--- config.mk ---
export PLATFORM = sky130hd
export DESIGN_NAME = piradip_mts_clocking
export DESIGN_NICKNAME = d
export VERILOG_FILES = /design/src/rtl/piradip_mts_pkg.sv /design/src/rtl/piradip_mts_clk_div.sv /design/src/rtl/piradip_mts_clocking.sv
export SDC_FILE = /design/constraint.sdc
export NUM_CORES = 1
export LEC_CHECK = 0
export ABC_CLOCK_PERIOD_IN_PS = 2350
export CORE_MARGIN = 8
export CORE_UTILIZATION = 50
export DETAILED_ROUTE_END_ITERATION = 12
export PLACE_DENSITY_LB_ADDON = 0.05
export SETUP_SLACK_MARGIN = 0.5
export SYNTH_ARGS = -nofsm -noshare
export SYNTH_HDL_FRONTEND = slang
export SYNTH_SLANG_ARGS = --single-unit
--- constraint.sdc ---
create_clock -name pl_clk -period 2.35 [get_ports pl_clk]
set_clock_uncertainty 0.15 [all_clocks]
set_input_delay 0.47 -clock pl_clk [delete_from_list [all_inputs] [get_ports pl_clk]]
set_output_delay 0.47 -clock pl_clk [all_outputs]
set_load 0.02 [all_outputs]
--- src/rtl/piradip_mts_pkg.sv ---
// piradip_mts_pkg: shared defaults and helpers for the MTS clocking block.
//   DEF_* : default values for the synchroniser depth, divider ratios,
//           lock threshold and SYSREF stop timeout.
//   cnt_w : bit width needed to count 0..n-1 (n below 2 is treated as 2).
package piradip_mts_pkg;

  localparam int DEF_SYNC_STAGES  = 2;
  localparam int DEF_ADC_DIV      = 2;
  localparam int DEF_DAC_DIV      = 5;
  localparam int DEF_LOCK_COUNT   = 3;
  localparam int DEF_STOP_TIMEOUT = 64;

  function automatic int cnt_w(input int n);
    return $clog2((n < 2) ? 2 : n);
  endfunction

endpackage

--- src/rtl/piradip_mts_clk_div.sv ---
// piradip_mts_clk_div: SYSREF-alignable clock divider (one per tile type).
// The counter is held at 0 with the clock low until rel_i, then free-runs
// 0..DIV-1. zero_i restarts the count at 0 on the next cycle.
// Ports:
//   pl_clk, reset : fabric clock, synchronous active-high reset
//   rel_i         : release the held divider (one-cycle pulse)
//   zero_i        : force the counter to 0 next cycle (realignment)
//   clk_o         : divided clock, high while cnt < DIV/2
//   last_o        : counter sits at DIV-1, i.e. it wraps on this edge
//   run_o         : divider has been released
module piradip_mts_clk_div
  import piradip_mts_pkg::*;
#(
  parameter int DIV = DEF_ADC_DIV
) (
  input  logic pl_clk,
  input  logic reset,
  input  logic rel_i,
  input  logic zero_i,
  output logic clk_o,
  output logic last_o,
  output logic run_o
);

  localparam int W = cnt_w(DIV);
  localparam logic [W-1:0] LAST = W'(DIV - 1);
  localparam logic [W-1:0] HIGH = W'(DIV / 2);

  logic [W-1:0] cnt_q, cnt_d;
  logic         run_q, run_d;

  always_comb begin
    run_d = run_q | rel_i;
    cnt_d = cnt_q;
    // Still held: a release lands the counter on 0, so held state is 0 too.
    if (!run_q)                        cnt_d = '0;
    else if (zero_i || cnt_q == LAST)  cnt_d = '0;
    else                               cnt_d = cnt_q + W'(1);
  end

  always_ff @(posedge pl_clk) begin
    if (reset) begin
      run_q <= 1'b0;
      cnt_q <= '0;
    end else begin
      run_q <= run_d;
      cnt_q <= cnt_d;
    end
  end

  // Gate with run_q: a held counter is 0, which would otherwise read as high.
  assign clk_o  = run_q && (cnt_q < HIGH);
  assign last_o = run_q && (cnt_q == LAST);
  assign run_o  = run_q;

endmodule

--- src/rtl/piradip_mts_clocking.sv ---
// piradip_mts_clocking: multi-tile-sync SYSREF conditioning on pl_clk.
// Synchronises sysref_in, re-issues it to ADC/DAC tiles, runs ADC/DAC
// dividers phase-aligned to SYSREF rising edges, and reports lock/stop.
// Optional: PIRADIP_MTS_SYSREF_GATE_EN gates sysref_adc/dac with locked.
// Ports:
//   pl_clk, reset        : clock, synchronous active-high reset
//   sysref_in            : asynchronous SYSREF
//   sysref_adc/dac       : re-timed SYSREF (SYNC_STAGES+1 cycles latency)
//   adc_clk / dac_clk    : pl_clk/ADC_DIV, pl_clk/DAC_DIV
//   locked               : LOCK_COUNT consecutive aligned SYSREF edges seen
//   clk_in_stopped       : no SYSREF edge for STOP_TIMEOUT cycles
//   clk_fb_stopped       : dividers not yet released since reset
module piradip_mts_clocking
  import piradip_mts_pkg::*;
#(
  parameter int SYNC_STAGES  = DEF_SYNC_STAGES,
  parameter int ADC_DIV      = DEF_ADC_DIV,
  parameter int DAC_DIV      = DEF_DAC_DIV,
  parameter int LOCK_COUNT   = DEF_LOCK_COUNT,
  parameter int STOP_TIMEOUT = DEF_STOP_TIMEOUT
) (
  input  logic pl_clk,
  input  logic reset,
  input  logic sysref_in,
  output logic sysref_adc,
  output logic sysref_dac,
  output logic adc_clk,
  output logic dac_clk,
  output logic locked,
  output logic clk_in_stopped,
  output logic clk_fb_stopped
);

  localparam int GW = cnt_w(LOCK_COUNT + 1);
  localparam int IW = cnt_w(STOP_TIMEOUT + 1);
  localparam logic [GW-1:0] GOOD_MAX = GW'(LOCK_COUNT);
  localparam logic [IW-1:0] IDLE_MAX = IW'(STOP_TIMEOUT);

  logic [SYNC_STAGES-1:0] sync_q, sync_d;
  logic                   s_d_q, s_d_d;
  logic [GW-1:0]          good_q, good_d;
  logic [IW-1:0]          idle_q, idle_d;
  logic                   locked_q, locked_d;
  logic                   stop_q, stop_d;

  logic s_sync, e, released, aligned, rel, realign;
  logic run_adc, run_dac, last_adc, last_dac;

  assign s_sync   = sync_q[SYNC_STAGES-1];
  assign e        = s_sync & ~s_d_q;
  assign released = run_adc & run_dac;
  // Both counters on their last count: the SYSREF edge coincides with wrap.
  assign aligned  = last_adc & last_dac;
  assign rel      = e & ~released;
  assign realign  = e & released & ~aligned;

  always_comb begin
    sync_d = {sync_q[SYNC_STAGES-2:0], sysref_in};
    s_d_d  = s_sync;

    idle_d = e ? '0 : ((idle_q == IDLE_MAX) ? idle_q : idle_q + IW'(1));
    stop_d = (idle_d == IDLE_MAX);

    // The releasing edge is not counted. A SYSREF edge is scored before the
    // stop clear so the edge that ends a stop period already counts.
    good_d = good_q;
    if (e && released)
      good_d = !aligned ? '0 : ((good_q == GOOD_MAX) ? good_q : good_q + GW'(1));
    else if (stop_d)
      good_d = '0;

    locked_d = (good_d == GOOD_MAX) && !stop_d;
  end

  always_ff @(posedge pl_clk) begin
    if (reset) begin
      sync_q   <= '0;
      s_d_q    <= 1'b0;
      good_q   <= '0;
      idle_q   <= '0;
      locked_q <= 1'b0;
      stop_q   <= 1'b0;
    end else begin
      sync_q   <= sync_d;
      s_d_q    <= s_d_d;
      good_q   <= good_d;
      idle_q   <= idle_d;
      locked_q <= locked_d;
      stop_q   <= stop_d;
    end
  end

  piradip_mts_clk_div #(.DIV(ADC_DIV)) u_adc_div (
    .pl_clk (pl_clk),
    .reset  (reset),
    .rel_i  (rel),
    .zero_i (realign),
    .clk_o  (adc_clk),
    .last_o (last_adc),
    .run_o  (run_adc)
  );

  piradip_mts_clk_div #(.DIV(DAC_DIV)) u_dac_div (
    .pl_clk (pl_clk),
    .reset  (reset),
    .rel_i  (rel),
    .zero_i (realign),
    .clk_o  (dac_clk),
    .last_o (last_dac),
    .run_o  (run_dac)
  );

`ifdef PIRADIP_MTS_SYSREF_GATE_EN
  assign sysref_adc = s_d_q & locked_q;
  assign sysref_dac = s_d_q & locked_q;
`else
  assign sysref_adc = s_d_q;
  assign sysref_dac = s_d_q;
`endif

  assign locked         = locked_q;
  assign clk_in_stopped = stop_q;
  assign clk_fb_stopped = ~released;

endmodule

==> metrics.cfg, run 1 <==
[outcome]
status=completed

[power_and_ir_drop]
p_sw_share_pct=24.8
p_int_w=0.000494
p_leak_nw=0.487
power.net_switching_w=0.000163
sequentialPowerShare_pct=54.9
p_clk_share_pct=30.8
combPwrFrac_pct=14.3
ir_worst_vdd_uv=443
power_density_nw_per_um2=544

[sta]
finalCriticalPeriod_ps=1900
hold_viol=0
period_share_pct=80.9
holdWs_ps=307
timing.final.ws_setup_ps=449
rsz0062_at_grt=true
slew_headroom_pct=79.8
finalMaxSlewViolations=0
setup_viol=0
clock.fmax_mhz=526
worstMarginPinSlew_ps=302
tns_ps=0

[placed_design]
portBuffers=9
dp_hpwl_um=1340
place_congestion=0.814
placed_area_um2=1080
pre_cts_ws_ps=337

[synthesis]
syn_inst=105
yosys_most_used_dff=dfxtp_1
syn_avg_cell_area_um2=9.28
syn_area_um2=975
synth_nets=112
yosysWarnings=0
synth_area_leader_cell=dfxtp_1
synthArstFlopShare_pct=0
synth_top_area_share_pct=41.1
synth_enable_flop_cells=0
yosys-top-cells-area=dfxtp_1 (41%), nor2_1 (5.8%), nor2b_1 (5.8%)
synth_cell_types=34
synth_seq_area_share_pct=41.1
ys_seq_elements=20

[layout]
area_growth_pct=24.0
drive_gt1_share_pct=26.0
final_core_util_pct=63.6
final_cell_mix=dfxtp_1 (17), nor2_1 (15), buf_4 (8)
nets=131
final_area_um2=1210
diodes=0
layout_commonest_cell=dfxtp_1

[global_route]
grt_max_degree=13
antenna_found_initial=0
grt_pass1_wl_um=3200
grt_overflow_total=0
grt_pass1_vias=754
track_usage_pct=12.0

[floorplan]
start_util_pct=51.3
ios=10
core-area_um2=1900
die-area_um2=3620
rows=16
die_x_um=60.2
die_y_um=60.2

[setup_path]
worstPathRequired_ps=2400
r2r_slack_ps=450
critPathKind=register to register
end_kind=register
cp_max_fo=4
crit_arrival_ps=1950
cpMaxStageDelayCell=dfxtp_4
worstSetupStartpointType=register
cpPeakStageDelay_ps=390
crit_chain=inv_4 > ha_4 > nor4b_4 > nand3b_1 > mux2_4 > buf_4 > nor2_1 > a31oi_1

[drt]
via_per_inst=5.07
drt-wirelength-per-cell_um=13.0
totalWireLength_um=1950
drc_errors=0
drtAntennaViolNets=0
drtPass1Iterations=4
dr_total_vias=761
drt_iter0_markers=9

[clock_network]
ctsLongestPathBuffers=2
clk_latency_ps=310
path_clk_slew_ps=120
cts_buffers=3
cts_tree=done
clock_sinks=20
ctsHtreeMaxLevel=1
cts-root-buf=clkbuf_4

[hold_path]
min_path_type=register to register

[job]
cap_violations=0

==> Yosys cell counts, drive strengths merged, types with 3 or more instances <==
| library cell | number |
|---|---|
| nand3 | 5 |
| buf | 3 |
| nor2b | 9 |
| ha | 4 |
| nor2 | 15 |
| inv | 6 |
| nand2 | 4 |
| dfxtp | 20 |
| xor2 | 5 |
| nor3 | 3 |
| nor3b | 3 |
==> layer usage <==
metal	vias up	global-route usage, %	routed length, um
met3	4	2.15	74
met2	13	21.0	963
met5	-	0	0
met1	351	12.1	850
met4	0	9.18	57
li1	393	-	-
==> stage by stage <==
stage                     instances  power (W)
after floorplan                 105   0.000417
after global placement          139   0.000434
after detailed placement        139   0.000438
after CTS                       149   0.000659
after global routing            150   0.000686
final                           150   0.000657
==> cell families after synthesis <==
| kind of cell | share of synthesized area [%] |
|---|---|
| muxes | 2.70 |
| AOI/OAI and AO/OA | 9.11 |
| and+or+nand+nor | 31.1 |
| adders and majority gates | 5.13 |
| xor gates and xnor gates | 6.29 |
| DFF | 41.1 |
| buffers and inverters | 4.62 |
==> final timing paths <==
kind | from | endpoint | cells after the start
setup / recovery | idle_q[0] | locked | 8
hold / removal | sync_q[0] | sync_q[1] | 1
setup reg to reg | idle_q[0] | locked | 8
hold reg to reg | sync_q[0] | sync_q[1] | 1
==> sequential cells by signal, summed over array words and instances (netlist names) <==
signal           count
u_adc_div.run_o      1
sysref_adc           1
clk_in_stopped       1
u_dac_div.cnt_q      3
sync_q               2
good_q               2
u_adc_div.cnt_q      1
idle_q               7
u_dac_div.run_o      1
locked               1
==> final cells by class <==
| type | instances | area, um^2 |
|---|---|---|
| fill | 172 | 693 |
| multi-input combinational | 76 | 568 |
| sequential | 20 | 409 |
| timing repair buffer | 17 | 134 |
| clock buffer | 4 | 36.3 |
| tap | 27 | 33.8 |
| inverter | 6 | 27.5 |
==> power by group through the flow <==
stage               registers [W]   logic, W  clock network, W
floorplan                0.000364  0.0000531                 0
global placement         0.000367  0.0000670                 0
detailed placement       0.000368  0.0000696                 0
CTS                      0.000359  0.0000915          0.000209
global route             0.000362   0.000102          0.000222
finish                   0.000361  0.0000941          0.000202
==> worst max-delay path: cells and delay by family (launching register included) <==
kind	cells	cell delay, ps
mux	1	340
compound gates	1	110
fa+ha+maj	1	120
flops	1	390
simple gates	3	480
buf+inv	2	200
==> what timing repair did <==
action,4_1_cts,5_1_grt
hold buffers,0,0
pin swaps,3,2
gates resized for setup,16,12
setup endpoints to repair,11,6
buffers inserted,6,1
(Power assumes the default switching activity.)
==> run 2: changes to the inputs <==
--- a/config.mk
+++ b/config.mk
@@ -5,7 +5,7 @@
 export SDC_FILE = /design/constraint.sdc
 export NUM_CORES = 1
 export LEC_CHECK = 0
-export ABC_CLOCK_PERIOD_IN_PS = 2350
+export ABC_CLOCK_PERIOD_IN_PS = 1980
 export CORE_MARGIN = 8
 export CORE_UTILIZATION = 50
 export DETAILED_ROUTE_END_ITERATION = 12
==> constraint.sdc (replaced) <==
create_clock -name pl_clk -period 1.98 [get_ports pl_clk]
set_clock_uncertainty 0.15 [all_clocks]
set_input_delay 0.396 -clock pl_clk [delete_from_list [all_inputs] [get_ports pl_clk]]
set_output_delay 0.396 -clock pl_clk [all_outputs]
set_load 0.02 [all_outputs]
==> run 2 against run 1 <==
Core utilization up 1.4 points; clock power shrank 3%; power grew 14%; cell count rose by 2.0%; cell area rose by 2.3%; non-clock buffer count grew 3; sequential power up 18%; flip-flop and latch count did not move; wire length increased by 0.67%; hold slack improved by 0.73 ps; combinational power grew 34%; via count up 2.0%.
==> metrics.cfg, run 2 (synthesized netlist as in run 1, its figures left out) <==
[outcome]
status=completed

[clock_network]
cts_tree=done
cts_hold_buf=0
ctsHtreeMaxLevel=1
clock_sinks=20
clk_latency_ps=290
ctsLongestPathBuffers=2
cts-root-buf=clkbuf_4
cts_buffers=3
path_clk_slew_ps=110

[layout]
drive_gt1_share_pct=34.9
reg_top3=idle_q: 7 flops, u_dac_div.cnt_q: 3 flops
largest_reg_flops=7
final_cell_mix=nor2_1 (14), dfxtp_1 (14), buf_4 (12)
register_area_um2=413
diodes=0
num-fill-cells=165
regMostFlops=idle_q
area_growth_pct=26.8
nets=134
multi_input_area_um2=586
final_core_util_pct=65.0
final_area_um2=1240

[setup_path]
cpMaxStageDelayCell=dfxtp_4
critPathKind=register to register
rr_endpoint=clk_in_stopped
cp_max_fo=4
worstSetupEndpoint=clk_in_stopped
rr_worst_depth=7
r2r_slack_ps=40
cpPeakStageDelay_ps=380
end_kind=register
cp_num_cells=7
crit_arrival_ps=2030
crit_family=simple AND/OR/NAND/NOR gates
path_buf_inv=1
worstSetupStartpointType=register
worstReg2RegStart=idle_q[0]
startpoint=idle_q[0]
crit_chain=inv_4 > ha_4 > nor4b_4 > nand3b_1 > mux2_4 > nor4bb_4 > nor2b_1
worstPathRequired_ps=2070

[sta]
clock.fmax_mhz=516
worstMarginPinSlew_ps=299
finalCriticalPeriod_ps=1940
tns_ps=0
hold_viol=0
setup_viol=0
rsz0062_at_grt=true
slew_headroom_pct=80.0
period_share_pct=97.8
finalMaxSlewViolations=0

[drt]
drc_errors=0
drt-wirelength-per-cell_um=12.8
drtAntennaViolNets=0
dr_total_vias=776
drtPass1Iterations=4
drt_iter0_markers=14
via_per_inst=5.07
totalWireLength_um=1960

[power_and_ir_drop]
power.net_switching_w=0.000187
p_leak_nw=0.497
power_w=0.000748
combPwrFrac_pct=16.8
ir_worst_vdd_uv=422
power_density_nw_per_um2=605
p_int_w=0.000561
p_sw_share_pct=25.0
p_clk_share_pct=26.2
sequentialPowerShare_pct=57.0

[global_route]
track_usage_pct=11.3
grt_pass1_vias=744
grt_max_degree=13
grt_pass1_wl_um=3170
antenna_found_initial=0
grt_overflow_total=0

[hold_path]
min_path_type=register to register

[job]
cap_violations=0

[floorplan]
core-area_um2=1900
start_util_pct=51.3
die-area_um2=3620
die_y_um=60.2
ios=10
rows=16
die_x_um=60.2

[placed_design]
portBuffers=9
dp_hpwl_um=1260
place_congestion=0.793
placed_area_um2=1110

-- run 2: changes by cell type in the layout (fill, tap and decap cells not counted), sizes merged --
| cell | previous run | this run |
|---|---|---|
| buf | 8 | 16 |
| dlygate4sd2 | 5 | 0 |
-- run 2: worst min-delay path by stage --
stage | end | slack (ps) | cells after the start | from
after floorplan | sync_q[1] | 260 | 1 | sync_q[0]
after global placement | sync_q[1] | 270 | 1 | sync_q[0]
after detailed placement | sync_q[1] | 290 | 1 | sync_q[0]
after CTS | sync_q[1] | 320 | 1 | sync_q[0]
after global routing | sync_q[1] | 330 | 1 | sync_q[0]
final | sync_q[1] | 310 | 1 | sync_q[0]
-- run 2: cell type report --
type | count | share of cell area [%]
flip-flops and latches | 20 | 33.4
clock buffers | 4 | 2.13
repair buffers | 20 | 12.3
inverters | 6 | 2.02
multi-input cells | 76 | 47.4
well taps | 27 | 2.73
-- run 2: timing repair --
item | in CTS | in global routing
setup endpoints to repair | 15 | 13
hold endpoints to repair | 0 | 0
gates resized for setup | 32 | 15
pin swaps | 4 | 4
setup buffers | 5 | 4
-- run 2: per-layer routing --
layer | global-route usage, % | wire [um]
met1 | 13.8 | 940
met2 | 18.9 | 961
met3 | 2.58 | 44
met4 | 3.06 | 13
met5 | 0 | 0
-- run 2: power by group through the flow --
stage | clock network [W] | logic, W | registers, W
after global placement | 0 | 0.0000871 | 0.000436
after CTS | 0.000203 | 0.000101 | 0.000426
after floorplan | 0 | 0.0000674 | 0.000433
after detailed placement | 0 | 0.0000882 | 0.000437
after global routing | 0.000218 | 0.000135 | 0.000428
final | 0.000196 | 0.000126 | 0.000426
-- run 2: per-stage QoR --
stage	hold WS [ps]	instances	worst slack, ps
after CTS	315	149	93.7
final	308	153	42.6
after global routing	326	153	-62.6
after detailed placement	290	140	60.4
after global placement	272	140	81.0
after floorplan	264	105	174
